`src/rtl/aes_kat_pkg.sv`:
```
// Shared types and constants for the AES known-answer-test sequencer.
// Build option: AES_KAT_STOP_ON_FAIL_EN (see aes_kat_sequencer).
package aes_kat_pkg;

  localparam int AES_BLK_W = 128;

  typedef enum logic [2:0] {
    IDLE,
    LOAD,
    WAIT,
    CHECK,
    FINISH
  } state_t;

endpackage

```
`src/rtl/aes_kat_timeout.sv`:
```
// Saturating wait counter; expire flags the last allowed cycle.
// Used by aes_kat_sequencer while waiting on the cipher core.
module aes_kat_timeout #(
  parameter int TIMEOUT_CYC = 32
) (
  input  logic clk,
  input  logic rst,
  input  logic clear,
  input  logic enable,
  output logic expire
);

  localparam int TW = $clog2(TIMEOUT_CYC + 1);
  localparam logic [TW-1:0] LAST = TW'(TIMEOUT_CYC - 1);

  logic [TW-1:0] cnt;

  always_ff @(posedge clk) begin
    if (rst || clear) begin
      cnt <= '0;
    end else if (enable && cnt != LAST) begin
      cnt <= cnt + TW'(1);
    end
  end

  assign expire = enable && (cnt == LAST);

endmodule

```
`src/rtl/aes_kat_sequencer.sv`:
```
// Runs NUM_VEC known-answer vectors through an AES core and reports status.
// Define AES_KAT_STOP_ON_FAIL_EN to stop at the first failing vector.
module aes_kat_sequencer
  import aes_kat_pkg::*;
#(
  parameter int NUM_VEC     = 4,
  parameter int LD_CYC      = 2,
  parameter int TIMEOUT_CYC = 32,
  localparam int AW = (NUM_VEC > 1) ? $clog2(NUM_VEC) : 1,
  localparam int CW = $clog2(NUM_VEC + 1)
) (
  input  logic                 clk,
  input  logic                 rst,
  input  logic                 start,
  output logic [AW-1:0]        vec_addr,
  input  logic [AES_BLK_W-1:0] vec_key,
  input  logic [AES_BLK_W-1:0] vec_text,
  input  logic [AES_BLK_W-1:0] vec_exp,
  output logic                 core_ld,
  output logic [AES_BLK_W-1:0] core_key,
  output logic [AES_BLK_W-1:0] core_text_in,
  input  logic                 core_done,
  input  logic [AES_BLK_W-1:0] core_cypher,
  output logic                 busy,
  output logic                 pass,
  output logic                 fail,
  output logic                 timeout,
  output logic [CW-1:0]        err_count
);

  localparam logic [AW-1:0] LAST    = AW'(NUM_VEC - 1);
  localparam logic [3:0]    LD_LAST = 4'(LD_CYC - 1);
  localparam logic [CW-1:0] EMAX    = CW'(NUM_VEC);

  state_t               state, state_n;
  logic [AW-1:0]        idx;
  logic [3:0]           ld_cnt;
  logic [AES_BLK_W-1:0] exp_q, cap_q;
  logic                 tmo_q, tmo_hit;
  logic                 miss, stop, expire;
  logic [CW-1:0]        err_n;

  aes_kat_timeout #(
    .TIMEOUT_CYC(TIMEOUT_CYC)
  ) u_tmo (
    .clk   (clk),
    .rst   (rst),
    .clear (state != WAIT),
    .enable(state == WAIT),
    .expire(expire)
  );

  // vec_addr looks one step ahead so the store output is valid
  // on the very edge that enters LOAD.
  always_comb begin
    state_n  = state;
    vec_addr = idx;
    tmo_hit  = 1'b0;
    miss     = 1'b0;
    stop     = 1'b0;
    err_n    = err_count;
    unique case (state)
      IDLE: begin
        if (start) begin
          state_n  = LOAD;
          vec_addr = '0;
        end
      end
      LOAD: begin
        if (ld_cnt == LD_LAST) state_n = WAIT;
      end
      WAIT: begin
        if (core_done || expire) begin
          state_n = CHECK;
          tmo_hit = !core_done;
        end
      end
      CHECK: begin
        miss = tmo_q || (cap_q != exp_q);
        stop = (idx == LAST);
`ifdef AES_KAT_STOP_ON_FAIL_EN
        stop = stop || miss;
`endif
        state_n = stop ? FINISH : LOAD;
        if (!stop) vec_addr = idx + AW'(1);
      end
      FINISH: state_n = IDLE;
      default: state_n = IDLE;
    endcase
    // a timed-out vector is counted once, at expiry
    if ((tmo_hit || (state == CHECK && miss && !tmo_q)) &&
        err_count != EMAX) begin
      err_n = err_count + CW'(1);
    end
  end

  always_ff @(posedge clk) begin
    if (rst) begin
      state        <= IDLE;
      idx          <= '0;
      ld_cnt       <= '0;
      core_ld      <= 1'b0;
      core_key     <= '0;
      core_text_in <= '0;
      exp_q        <= '0;
      cap_q        <= '0;
      tmo_q        <= 1'b0;
      err_count    <= '0;
      pass         <= 1'b0;
      fail         <= 1'b0;
      timeout      <= 1'b0;
    end else begin
      state     <= state_n;
      err_count <= err_n;
      core_ld   <= (state_n == LOAD);
      if (state_n == LOAD && state != LOAD) begin
        idx          <= vec_addr;
        core_key     <= vec_key;
        core_text_in <= vec_text;
        exp_q        <= vec_exp;
        ld_cnt       <= '0;
        tmo_q        <= 1'b0;
      end else if (state == LOAD) begin
        ld_cnt <= ld_cnt + 4'd1;
      end
      if (state == IDLE && start) begin
        err_count <= '0;
        pass      <= 1'b0;
        fail      <= 1'b0;
        timeout   <= 1'b0;
      end
      if (state == WAIT && state_n == CHECK) begin
        cap_q <= core_cypher;
        tmo_q <= tmo_hit;
      end
      if (tmo_hit) timeout <= 1'b1;
      if (state_n == FINISH) begin
        pass <= (err_n == '0);
        fail <= (err_n != '0);
      end
    end
  end

  assign busy = (state != IDLE);

endmodule

```
`config.mk`:
```
export PLATFORM = sky130hd
export DESIGN_NAME = aes_kat_sequencer
export DESIGN_NICKNAME = d
export VERILOG_FILES = /design/src/rtl/aes_kat_pkg.sv /design/src/rtl/aes_kat_timeout.sv /design/src/rtl/aes_kat_sequencer.sv
export SDC_FILE = /design/constraint.sdc
export NUM_CORES = 1
export LEC_CHECK = 0
export BUFFER_PORTS_ARGS = -buffer_cell sky130_fd_sc_hd__buf_2
export CAP_MARGIN = 30
export CORE_AREA = 2 2 304 306
export CTS_BUF_LIST = sky130_fd_sc_hd__clkbuf_8
export CTS_CLUSTER_SIZE = 16
export DETAILED_ROUTE_END_ITERATION = 6
export DIE_AREA = 0 0 306 308
export PLACE_DENSITY = 0.41
export SKIP_CTS_REPAIR_TIMING = 1
export SYNTH_ARGS = -nofsm -noshare
export SYNTH_HDL_FRONTEND = slang
export SYNTH_SLANG_ARGS = --single-unit
```
`constraint.sdc`:
```
create_clock -name clk -period 2.3 [get_ports clk]
set_input_delay 0.345 -clock clk [delete_from_list [all_inputs] [get_ports clk]]
set_output_delay 0.345 -clock clk [all_outputs]
set_load 0.01 [all_outputs]
```
==> results.py, run 1 <==
metrics = {
    "placement": {
        "placed_cells": 4381,
        "io_buffer_count": 781,
        "place.gp.congestion": 0.795,
        "place_hpwl_mm": 68.8,
        "postPlaceCellArea_um2": 25500,
    },
    "worst_hold_path": {
        "hold-path-cell-count": 3,
        "hold_path_end": "cap_q[49]",
        "worst_hold_startpoint": "core_cypher[49]",
        "hold_path.class": "in2reg",
    },
    "clocking": {
        "tritoncts": "built",
        "cts_htree_levels": 3,
        "cts_sinks": 535,
        "numCtsBuffers": 101,
        "clk_transition_reported_paths_ns": 0.06,
        "clock-root-buffer": "clkbuf_8",
        "clkLatencyLatePin_ns": 0.73,
        "maximum_count_of_clock_buffers_along_a_single_path": 3,
    },
    "power": {
        "internal_power_mw": 16.7,
        "clock_power_share_pct": 40.4,
        "power_leakage_nw": 13.9,
        "share_seq_of_total_power_pct": 43.0,
        "peakVddDrop_mv": 0.452,
        "p_sw_mw": 6.68,
        "switching_share_pct": 28.5,
        "power_frac_comb_pct": 16.6,
        "power_per_cell_area_nw_per_um2": 712,
    },
    "final_layout": {
        "register_area_um2": 10700,
        "layout_commonest_cell": "nand2_1",
        "post-route-cell-area_um2": 32900,
        "area_of_the_multi_input_gates_um2": 8620,
        "synthToLayoutAreaGrowth_pct": 64.5,
        "layout-drive-gt1-share_pct": 26.3,
        "final.fill_count": 9703,
        "layout.cells.non_filler": 5102,
        "mostFrequentLayoutCells": "nand2_1, buf_2, dfxtp_1",
        "post_layout_net_count": 4337,
    },
    "global_route": {
        "globalRouteOverflowTotal": 0,
        "number_of_antenna_violations_at_the_first_check_in_global_routing": 34,
        "grt_use_total_pct": 18.5,
        "grt_start_max_net_pins": 84,
        "grt_first_pass_wirelength_mm": 129,
        "first_global_vias": 19400,
    },
    "die": {
        "die_height_um": 308,
        "top_level_ports": 782,
        "design.die.area_um2": 94200,
        "starting_utilization_of_the_core_area_pct": 22.0,
        "rows": 111,
        "floorplan.die.width_um": 306,
        "coreArea_um2": 91000,
    },
    "sta": {
        "report.final.setup_viol": 5,
        "slew_violations": 0,
        "unrepaired_setup_endpoints_after_global_routing": "true",
        "fin_ws_ns": -0.0818,
        "relSlewSlack_pct": 58.5,
        "max_slew.worst_pin.slew_ns": 0.620,
        "finClkSkew_ns": 0.0357,
        "maxClockFrequency_mhz": 420,
        "final_min_period_over_clock_period_pct": 104,
        "timing.final.crit_period_ns": 2.38,
        "endpoints_failing_hold": 0,
    },
    "synth": {
        "synth_cell_type_count": 45,
        "syn_area_per_cell_um2": 7.92,
        "synth_seq_area_share_pct": 53.6,
        "async_reset_ff_share_pct": 0,
        "synth-edff-count": 0,
        "yosysTopAreaCell": "dfxtp_1",
        "postSynthCellCount": 2525,
        "synth_largest_type_area_fraction_pct": 53.6,
        "synthesis.area_um2": 20000,
        "yosys_most_used_dff": "dfxtp_1",
        "ys_ff_latch": 535,
        "syn-num-nets": 3046,
        "post_synth_main_area_contributors": "dfxtp_1, nand2_1, a21oi_1",
        "yosys_warnings": 0,
    },
    "critical_path": {
        "path_class": "reg2reg",
        "worst-path-max-fanout": 5,
        "crit_required_ns": 2.90,
        "critical_path_sink_type": "flop",
        "start_of_the_worst_register_to_register_path": "exp_q[109]",
        "reg2reg_depth": 8,
        "reg2reg_setup_slack_ns": -0.08,
        "worst_ep_arrival_time_ns": 2.99,
        "worst_setup_path_start_kind": "flop",
        "crit-reg2reg-capture": "fail",
    },
    "detailed_routing": {
        "via_count": 21700,
        "detail_route.vias_per_cell": 4.26,
        "antenna_left": 0,
        "wl_per_cell_um": 18.5,
        "drt_wl_total_mm": 94.1,
        "length_of_the_first_detailed_routing_pass_in_iterations": 5,
        "detail_route.iter0.violations": 1333,
        "count_of_unresolved_drc_violations_after_routing": 0,
    },
    "outcome": {
        "failing_checks": "setup timing",
        "outcome": "finished, violations left",
    },
    "flow_run": {
        "max-cap-violations": 0,
    },
}
==> power by group through the flow <==
stage          sequential (mW)  combinational, mW  clock, mW
3_5_place_dp              10.3               3.12          0
5_1_grt                   10.1               4.23       10.2
3_3_place_gp              10.2               3.13          0
2_1_floorplan             10.4               1.37          0
4_1_cts                   10.1               3.12       9.81
6_report                  10.1               3.88       9.46
==> stage by stage <==
step	setup slack (ns)	hold slack [ns]	util, %	total power [mW]	setup TNS [ns]
2_1_floorplan	0.620	0.449	-	11.8	0
3_3_place_gp	-0.704	0.439	28.0	13.4	-3.35
3_5_place_dp	-0.656	0.443	28.0	13.4	-3.09
4_1_cts	-0.669	-0.259	30.3	23.0	-3.78
5_1_grt	-0.188	0.0265	36.1	24.6	-0.879
6_report	-0.0818	0.0589	36.2	23.4	-0.199
==> cell type report <==
cell class	instances	area share [%]
sequential	535	32.6
antenna	21	0.160
tap	1186	4.51
clock buffer	125	5.23
timing repair buffer	1363	30.3
multi-input combinational	1811	26.2
clock inverter	57	0.966
inverter	4	0.0456
==> critical path, cell delays in order, from the launching register on <==
cell       delay (ns)
dfxtp_2          0.34
xnor2_4          0.26
nand4_1          0.24
nor4_4           0.39
nand4_1          0.26
buf_6            0.22
o2111ai_2        0.29
a31o_1           0.21
a311oi_2         0.05
==> worst max-delay path by stage <==
stage	startpoint	end	depth (start not counted)	slack, ns
final	exp_q[109]	fail	8	-0.08
after global routing	exp_q[109]	fail	8	-0.19
after CTS	cap_q[109]	err_count[2]	8	-0.67
after detailed placement	cap_q[109]	err_count[2]	8	-0.66
after global placement	cap_q[109]	err_count[2]	8	-0.70
after floorplan	u_tmo.cnt[0]	fail	8	0.62
==> kinds of logic (layout without fill, tap and decap cells) <==
kind of cell / after synthesis / after routing / share of synthesized area [%]
xor+xnor: 136 / 136 / 5.96
mux: 2 / 2 / 0.100
simple gates: 1126 / 1126 / 22.2
compound gates: 542 / 542 / 13.8
buf+inv: 179 / 1549 / 4.05
flops: 535 / 535 / 53.6
fa+ha+maj: 5 / 5 / 0.313
other cells: 0 / 21 / 0
==> sequential cells by signal, indices dropped and copies added, names as in the netlist <==
name / cells
cap_q: 128
core_key: 128
core_ld: 1
core_text_in: 128
err_count: 3
exp_q: 128
fail: 1
idx: 2
ld_cnt: 4
pass: 1
state: 3
timeout: 1
tmo_q: 1
u_tmo.cnt: 6
==> Yosys cell counts, types with 2 or more instances <==
master	instances
dfxtp_1	535
clkbuf_1	67
buf_2	105
xor2_1	7
inv_1	4
and2b_1	3
nor4_1	8
xnor2_1	129
nor2_2	2
nor2_1	16
mux2i_1	2
nand3_1	3
ha_1	5
o21ai_1	4
a21oi_1	527
or3_1	3
buf_4	2
nor3_1	6
nand2_1	1034
nand4_1	38
==> routing by layer <==
layer	up-vias	part of all wire (%)	GRT usage, %
met5	-	0.18	0
met4	24	2.6	8.52
met1	10100	43	22.1
met2	655	48	29.8
met3	160	6.3	6.57
li1	10800	-	-
No activity file was read; power rests on OpenSTA's default activity.
==> run 2, diff against run 1 <==
--- a/config.mk
+++ b/config.mk
@@ -7,12 +7,12 @@
 export LEC_CHECK = 0
 export BUFFER_PORTS_ARGS = -buffer_cell sky130_fd_sc_hd__buf_2
 export CAP_MARGIN = 30
-export CORE_AREA = 2 2 304 306
+export CORE_AREA = 2 2 303 305
 export CTS_BUF_LIST = sky130_fd_sc_hd__clkbuf_8
 export CTS_CLUSTER_SIZE = 16
 export DETAILED_ROUTE_END_ITERATION = 6
-export DIE_AREA = 0 0 306 308
-export PLACE_DENSITY = 0.41
+export DIE_AREA = 0 0 305 307
+export PLACE_DENSITY = 0.42
 export SKIP_CTS_REPAIR_TIMING = 1
 export SYNTH_ARGS = -nofsm -noshare
 export SYNTH_HDL_FRONTEND = slang
==> run 2 against run 1 <==
The run still ends with setup timing left; routed wire length fell by 0.64%; utilization increased by 0.19 points; power is 0.24% higher; worst setup slack lost 0.21 ns; worst hold slack got worse by 0.011 ns; sequential power about the same; sequential cell count unchanged; global-route usage about the same; clock power rose by 0.4%; first-iteration DRC count is 8.2% lower; highest routed layer unchanged; critical endpoint is now err_count[2]; via count decreased by 0.43%.
==> results.py, run 2 (synthesized netlist as in run 1, its figures left out) <==
metrics = {
    "outcome": {
        "outcome": "finished, violations left",
        "failing_checks": "setup timing",
    },
    "sta": {
        "unrepaired_setup_endpoints_after_global_routing": "true",
        "report.final.setup_viol": 5,
        "maxClockFrequency_mhz": 385,
        "relSlewSlack_pct": 50.4,
        "finClkSkew_ns": 0.0354,
        "max_slew.worst_pin.slew_ns": 0.743,
        "timing.final.crit_period_ns": 2.60,
        "slew_violations": 0,
        "final_min_period_over_clock_period_pct": 113,
        "endpoints_failing_hold": 0,
        "fin_ws_ns": -0.295,
    },
    "global_route": {
        "globalRouteOverflowTotal": 0,
        "first_global_vias": 19500,
        "grt_start_max_net_pins": 132,
        "number_of_antenna_violations_at_the_first_check_in_global_routing": 31,
        "grt_use_total_pct": 18.6,
        "grt_first_pass_wirelength_mm": 130,
    },
    "die": {
        "starting_utilization_of_the_core_area_pct": 22.0,
        "top_level_ports": 782,
        "rows": 111,
        "die_height_um": 307,
        "coreArea_um2": 90700,
        "design.die.area_um2": 93600,
        "floorplan.die.width_um": 305,
    },
    "clocking": {
        "clock-root-buffer": "clkbuf_8",
        "clk_transition_reported_paths_ns": 0.06,
        "clkLatencyLatePin_ns": 0.72,
        "tritoncts": "built",
        "numCtsBuffers": 99,
        "maximum_count_of_clock_buffers_along_a_single_path": 3,
        "cts_htree_levels": 3,
        "cts_sinks": 535,
    },
    "critical_path": {
        "cpMostUsedCell": "nand4_1",
        "worst_setup_path_start_kind": "flop",
        "crit_required_ns": 2.93,
        "worst-path-max-fanout": 4,
        "path_class": "reg2reg",
        "path_cells": "xnor2_4 > nand4_1 > nor4_4 > nand4_1 > buf_4 > o2111a_2 > o21ai_2 > mux2i_1",
        "critical_path_sink_type": "flop",
        "worst-path-buf-inv": 1,
        "critical-path-top-delay-family": "simple AND/OR/NAND/NOR gates",
        "critical-path-slowest-cell": "nand4_1",
        "worst_ep_arrival_time_ns": 3.22,
        "crit_path_max_incr_delay_ns": 0.42,
    },
    "detailed_routing": {
        "detail_route.vias_per_cell": 4.25,
        "length_of_the_first_detailed_routing_pass_in_iterations": 5,
        "wl_per_cell_um": 18.4,
        "drt_wl_total_mm": 93.5,
        "antenna_left": 0,
        "count_of_unresolved_drc_violations_after_routing": 0,
        "detail_route.iter0.violations": 1224,
        "via_count": 21600,
    },
    "worst_hold_path": {
        "hold_path.class": "in2reg",
    },
    "final_layout": {
        "layout-drive-gt1-share_pct": 26.9,
        "layout_commonest_cell": "nand2_1",
        "synthToLayoutAreaGrowth_pct": 64.9,
        "postLayoutCoreUtil_pct": 36.3,
        "mostFrequentLayoutCells": "nand2_1, buf_2, a21oi_1, dfxtp_1, dlygate4sd3_1",
        "layout.cells.non_filler": 5095,
        "post_layout_net_count": 4338,
    },
    "placement": {
        "io_buffer_count": 781,
        "placed_cells": 4384,
        "place_hpwl_mm": 68.8,
        "place.gp.congestion": 0.790,
    },
    "flow_run": {
        "max-cap-violations": 0,
    },
    "power": {
        "power_leakage_nw": 13.8,
        "power_per_cell_area_nw_per_um2": 712,
        "peakVddDrop_mv": 0.577,
        "post-layout-total-power_mw": 23.5,
    },
}
run 2: cell count changes in the layout (fill, tap and decap cells not counted), sizes merged:
cell and delta:
clkinvlp +2, inv -9, buf +3, diode -5, clkinv +2
run 2: power by group:
part	switching, mW	internal (mW)
Clock	4.36	5.14
Sequential	0.286	9.79
Combinational	2.06	1.84
run 2: final timing paths:
path | startpoint | endpoint | slack, ns | cells after the start
setup / recovery | exp_q[114] | err_count[2] | -0.30 | 8
hold / removal | core_cypher[0] | cap_q[0] | 0.05 | 3
setup reg to reg | exp_q[114] | err_count[2] | -0.30 | 8
hold reg to reg | core_key[124] | core_key[124] | 0.45 | 2
run 2: worst register-to-register path: cells and delay by family, from the launching register on:
family          cells  cell delay [ns]
mux                 1             0.18
compound gates      2             0.43
flops               1             0.36
buf+inv             1             0.31
xor+xnor            1             0.23
simple gates        3             1.01
run 2: stage by stage:
stage	setup WS (ns)	instance area [µm²]	setup TNS [ns]	hold WS, ns
after floorplan	0.620	20000	0	0.449
after global placement	-0.743	25500	-3.52	0.439
after detailed placement	-0.699	25500	-3.31	0.443
after CTS	-0.714	27600	-3.81	-0.236
after global routing	-0.346	33000	-1.45	0.0182
final	-0.295	33000	-1.25	0.0484
run 2: layer usage:
| metal | part of all wire [%] | vias to the layer above | track usage (%) |
|---|---|---|---|
| met2 | 49 | 657 | 31.1 |
| li1 | - | 10800 | - |
| met3 | 6.1 | 139 | 5.87 |
| met4 | 1.9 | 18 | 5.86 |
| met5 | 0.13 | - | 0 |
| met1 | 43 | 10000 | 22.5 |
run 2: cell type report:
type	instances	area (µm²)
clock inverters	52	329
clock buffers	125	1720
well taps	1186	1480
inverters	4	15.0
multi-input cells	1811	8670
diodes	16	40.0
repair buffers	1366	9970
fillers	9726	57700
flip-flops and latches	535	10700
==> run 3, diff against run 2 <==
==> constraint.sdc (replaced) <==
create_clock -name clk -period 3 [get_ports clk]
set_input_delay 0.45 -clock clk [delete_from_list [all_inputs] [get_ports clk]]
set_output_delay 0.45 -clock clk [all_outputs]
set_load 0.01 [all_outputs]
==> run 3 against run 2 <==
The flow now finishes without violations; largest power group unchanged; fmax is 10% lower; routed wire length is 0.14% lower; count of clock-buffer cells in the layout stayed put; combinational power is 27% lower; clock power is 23% lower; utilization is 0.91 points lower; cell count is 1.1% lower; worst hold slack worse by 0.0040 ns; sequential cell count stayed put; global-route usage is 0.074 points lower; final area is 2.5% lower; critical path depth is 1 lower; highest routed layer unchanged.
==> results.py, run 3 (synthesized netlist as in run 1, its figures left out) <==
metrics = {
    "outcome": {
        "outcome": "completed",
    },
    "sta": {
        "slew_violations": 0,
        "final_min_period_over_clock_period_pct": 96.6,
        "endpoints_failing_hold": 0,
        "finClkSkew_ns": 0.0281,
        "max_slew.worst_pin.slew_ns": 0.795,
        "worst_hold_slack_across_all_endpoints_ns": 0.0444,
        "fin_ws_ns": 0.103,
        "maxClockFrequency_mhz": 345,
        "report.final.setup_viol": 0,
        "unrepaired_setup_endpoints_after_global_routing": "false",
        "setup_tns_ns": 0,
        "relSlewSlack_pct": 46.5,
        "timing.final.crit_period_ns": 2.90,
    },
    "global_route": {
        "grt_use_total_pct": 18.5,
        "grt_first_pass_wirelength_mm": 128,
        "grt_start_max_net_pins": 139,
        "globalRoute.busiestLayer": "met2",
        "grt.met1_usage_pct": 21.4,
        "met3_usage_pct": 7.53,
        "globalRouteOverflowTotal": 0,
        "number_of_antenna_violations_at_the_first_check_in_global_routing": 36,
        "first_global_vias": 19400,
        "met2_usage_pct": 30.1,
    },
    "critical_path": {
        "critical-path-slowest-cell": "nor4_1",
        "worst-path-max-fanout": 5,
        "critical-path-top-delay-family": "simple AND/OR/NAND/NOR gates",
        "path_cells": "xnor2_1 > nand4_1 > nor4_1 > nand4_1 > o2111ai_2 > a31o_1 > a311oi_2",
        "start_of_the_worst_register_to_register_path": "cap_q[0]",
        "critical_path_sink_type": "flop",
        "reg2reg_depth": 7,
        "worst-path-buf-inv": 0,
        "worst_setup_path_start_kind": "flop",
        "crit-reg2reg-capture": "fail",
        "crit_required_ns": 3.58,
        "worst_ep_arrival_time_ns": 3.48,
        "path_class": "reg2reg",
        "reg2reg_setup_slack_ns": 0.10,
        "cpMostUsedCell": "nand4_1",
        "crit_path_max_incr_delay_ns": 0.72,
    },
    "final_layout": {
        "layout.cells.non_filler": 5040,
        "synthToLayoutAreaGrowth_pct": 60.7,
        "post-route-cell-area_um2": 32100,
        "layout_commonest_cell": "nand2_1",
        "mostFrequentLayoutCells": "nand2_1, buf_2, dfxtp_1",
        "post_layout_net_count": 4279,
        "postLayoutCoreUtil_pct": 35.4,
        "layout-drive-gt1-share_pct": 25.1,
    },
    "worst_hold_path": {
        "hold-path-cell-count": 3,
        "hold_path_end": "exp_q[119]",
        "worst_hold_startpoint": "vec_exp[119]",
        "hold_path.class": "in2reg",
    },
    "clocking": {
        "maximum_count_of_clock_buffers_along_a_single_path": 3,
        "clk_transition_reported_paths_ns": 0.06,
        "numCtsBuffers": 101,
        "cts_sinks": 535,
        "clkLatencyLatePin_ns": 0.74,
        "cts_htree_levels": 3,
        "tritoncts": "built",
        "clock-root-buffer": "clkbuf_8",
    },
    "flow_run": {
        "max-cap-violations": 0,
    },
    "die": {
        "starting_utilization_of_the_core_area_pct": 22.0,
        "die_height_um": 307,
        "coreArea_um2": 90700,
        "top_level_ports": 782,
        "rows": 111,
        "design.die.area_um2": 93600,
        "floorplan.die.width_um": 305,
    },
    "detailed_routing": {
        "drt_wl_total_mm": 93.4,
        "via_count": 21500,
        "antenna_left": 0,
        "detail_route.iter0.violations": 1296,
        "detail_route.vias_per_cell": 4.26,
        "count_of_unresolved_drc_violations_after_routing": 0,
        "wl_per_cell_um": 18.5,
        "length_of_the_first_detailed_routing_pass_in_iterations": 5,
    },
    "placement": {
        "placed_cells": 4345,
        "place.gp.congestion": 0.807,
        "place_hpwl_mm": 66.6,
        "place_ws_ns": 0.149,
        "postPlaceCellArea_um2": 25100,
        "io_buffer_count": 781,
    },
    "power": {
        "peakVddDrop_mv": 0.325,
        "post-layout-total-power_mw": 17.9,
        "power_per_cell_area_nw_per_um2": 556,
        "power_leakage_nw": 13.5,
    },
}
run 3: area by class of cell:
| class | count | area, µm² |
|---|---|---|
| Sequential cell | 535 | 10700 |
| Inverter | 4 | 15.0 |
| Multi-Input combinational cell | 1811 | 8500 |
| Fill cell | 9722 | 58500 |
| Tap cell | 1186 | 1480 |
| Clock inverter | 55 | 330 |
| Antenna cell | 19 | 47.5 |
| Clock buffer | 125 | 1720 |
| Timing Repair Buffer | 1305 | 9330 |
run 3: metal layers:
metal	up-vias	wire length, µm
met1	9897	39400
met5	-	233
met4	34	2770
met3	202	6190
met2	646	44800
li1	10700	-
run 3: worst min-delay path, delay by kind of cell:
family | cells | cell delay (ns)
AO/OA/AOI/OAI | 1 | 0.06
buffers and inverters | 1 | 0.13
AND/OR/NAND/NOR | 1 | 0.09
run 3: where the power goes:
group	internal, mW	total [mW]	switching (mW)
combinational	1.29	2.84	1.54
clock	3.94	7.32	3.39
sequential	7.50	7.71	0.212
run 3: worst max path at each step:
stage | startpoint | endpoint | depth (start not counted)
final | cap_q[0] | fail | 7
after floorplan | u_tmo.cnt[0] | fail | 8
after CTS | cap_q[109] | fail | 7
after global placement | cap_q[109] | err_count[2] | 7
after detailed placement | cap_q[109] | err_count[2] | 7
after global routing | cap_q[0] | fail | 7
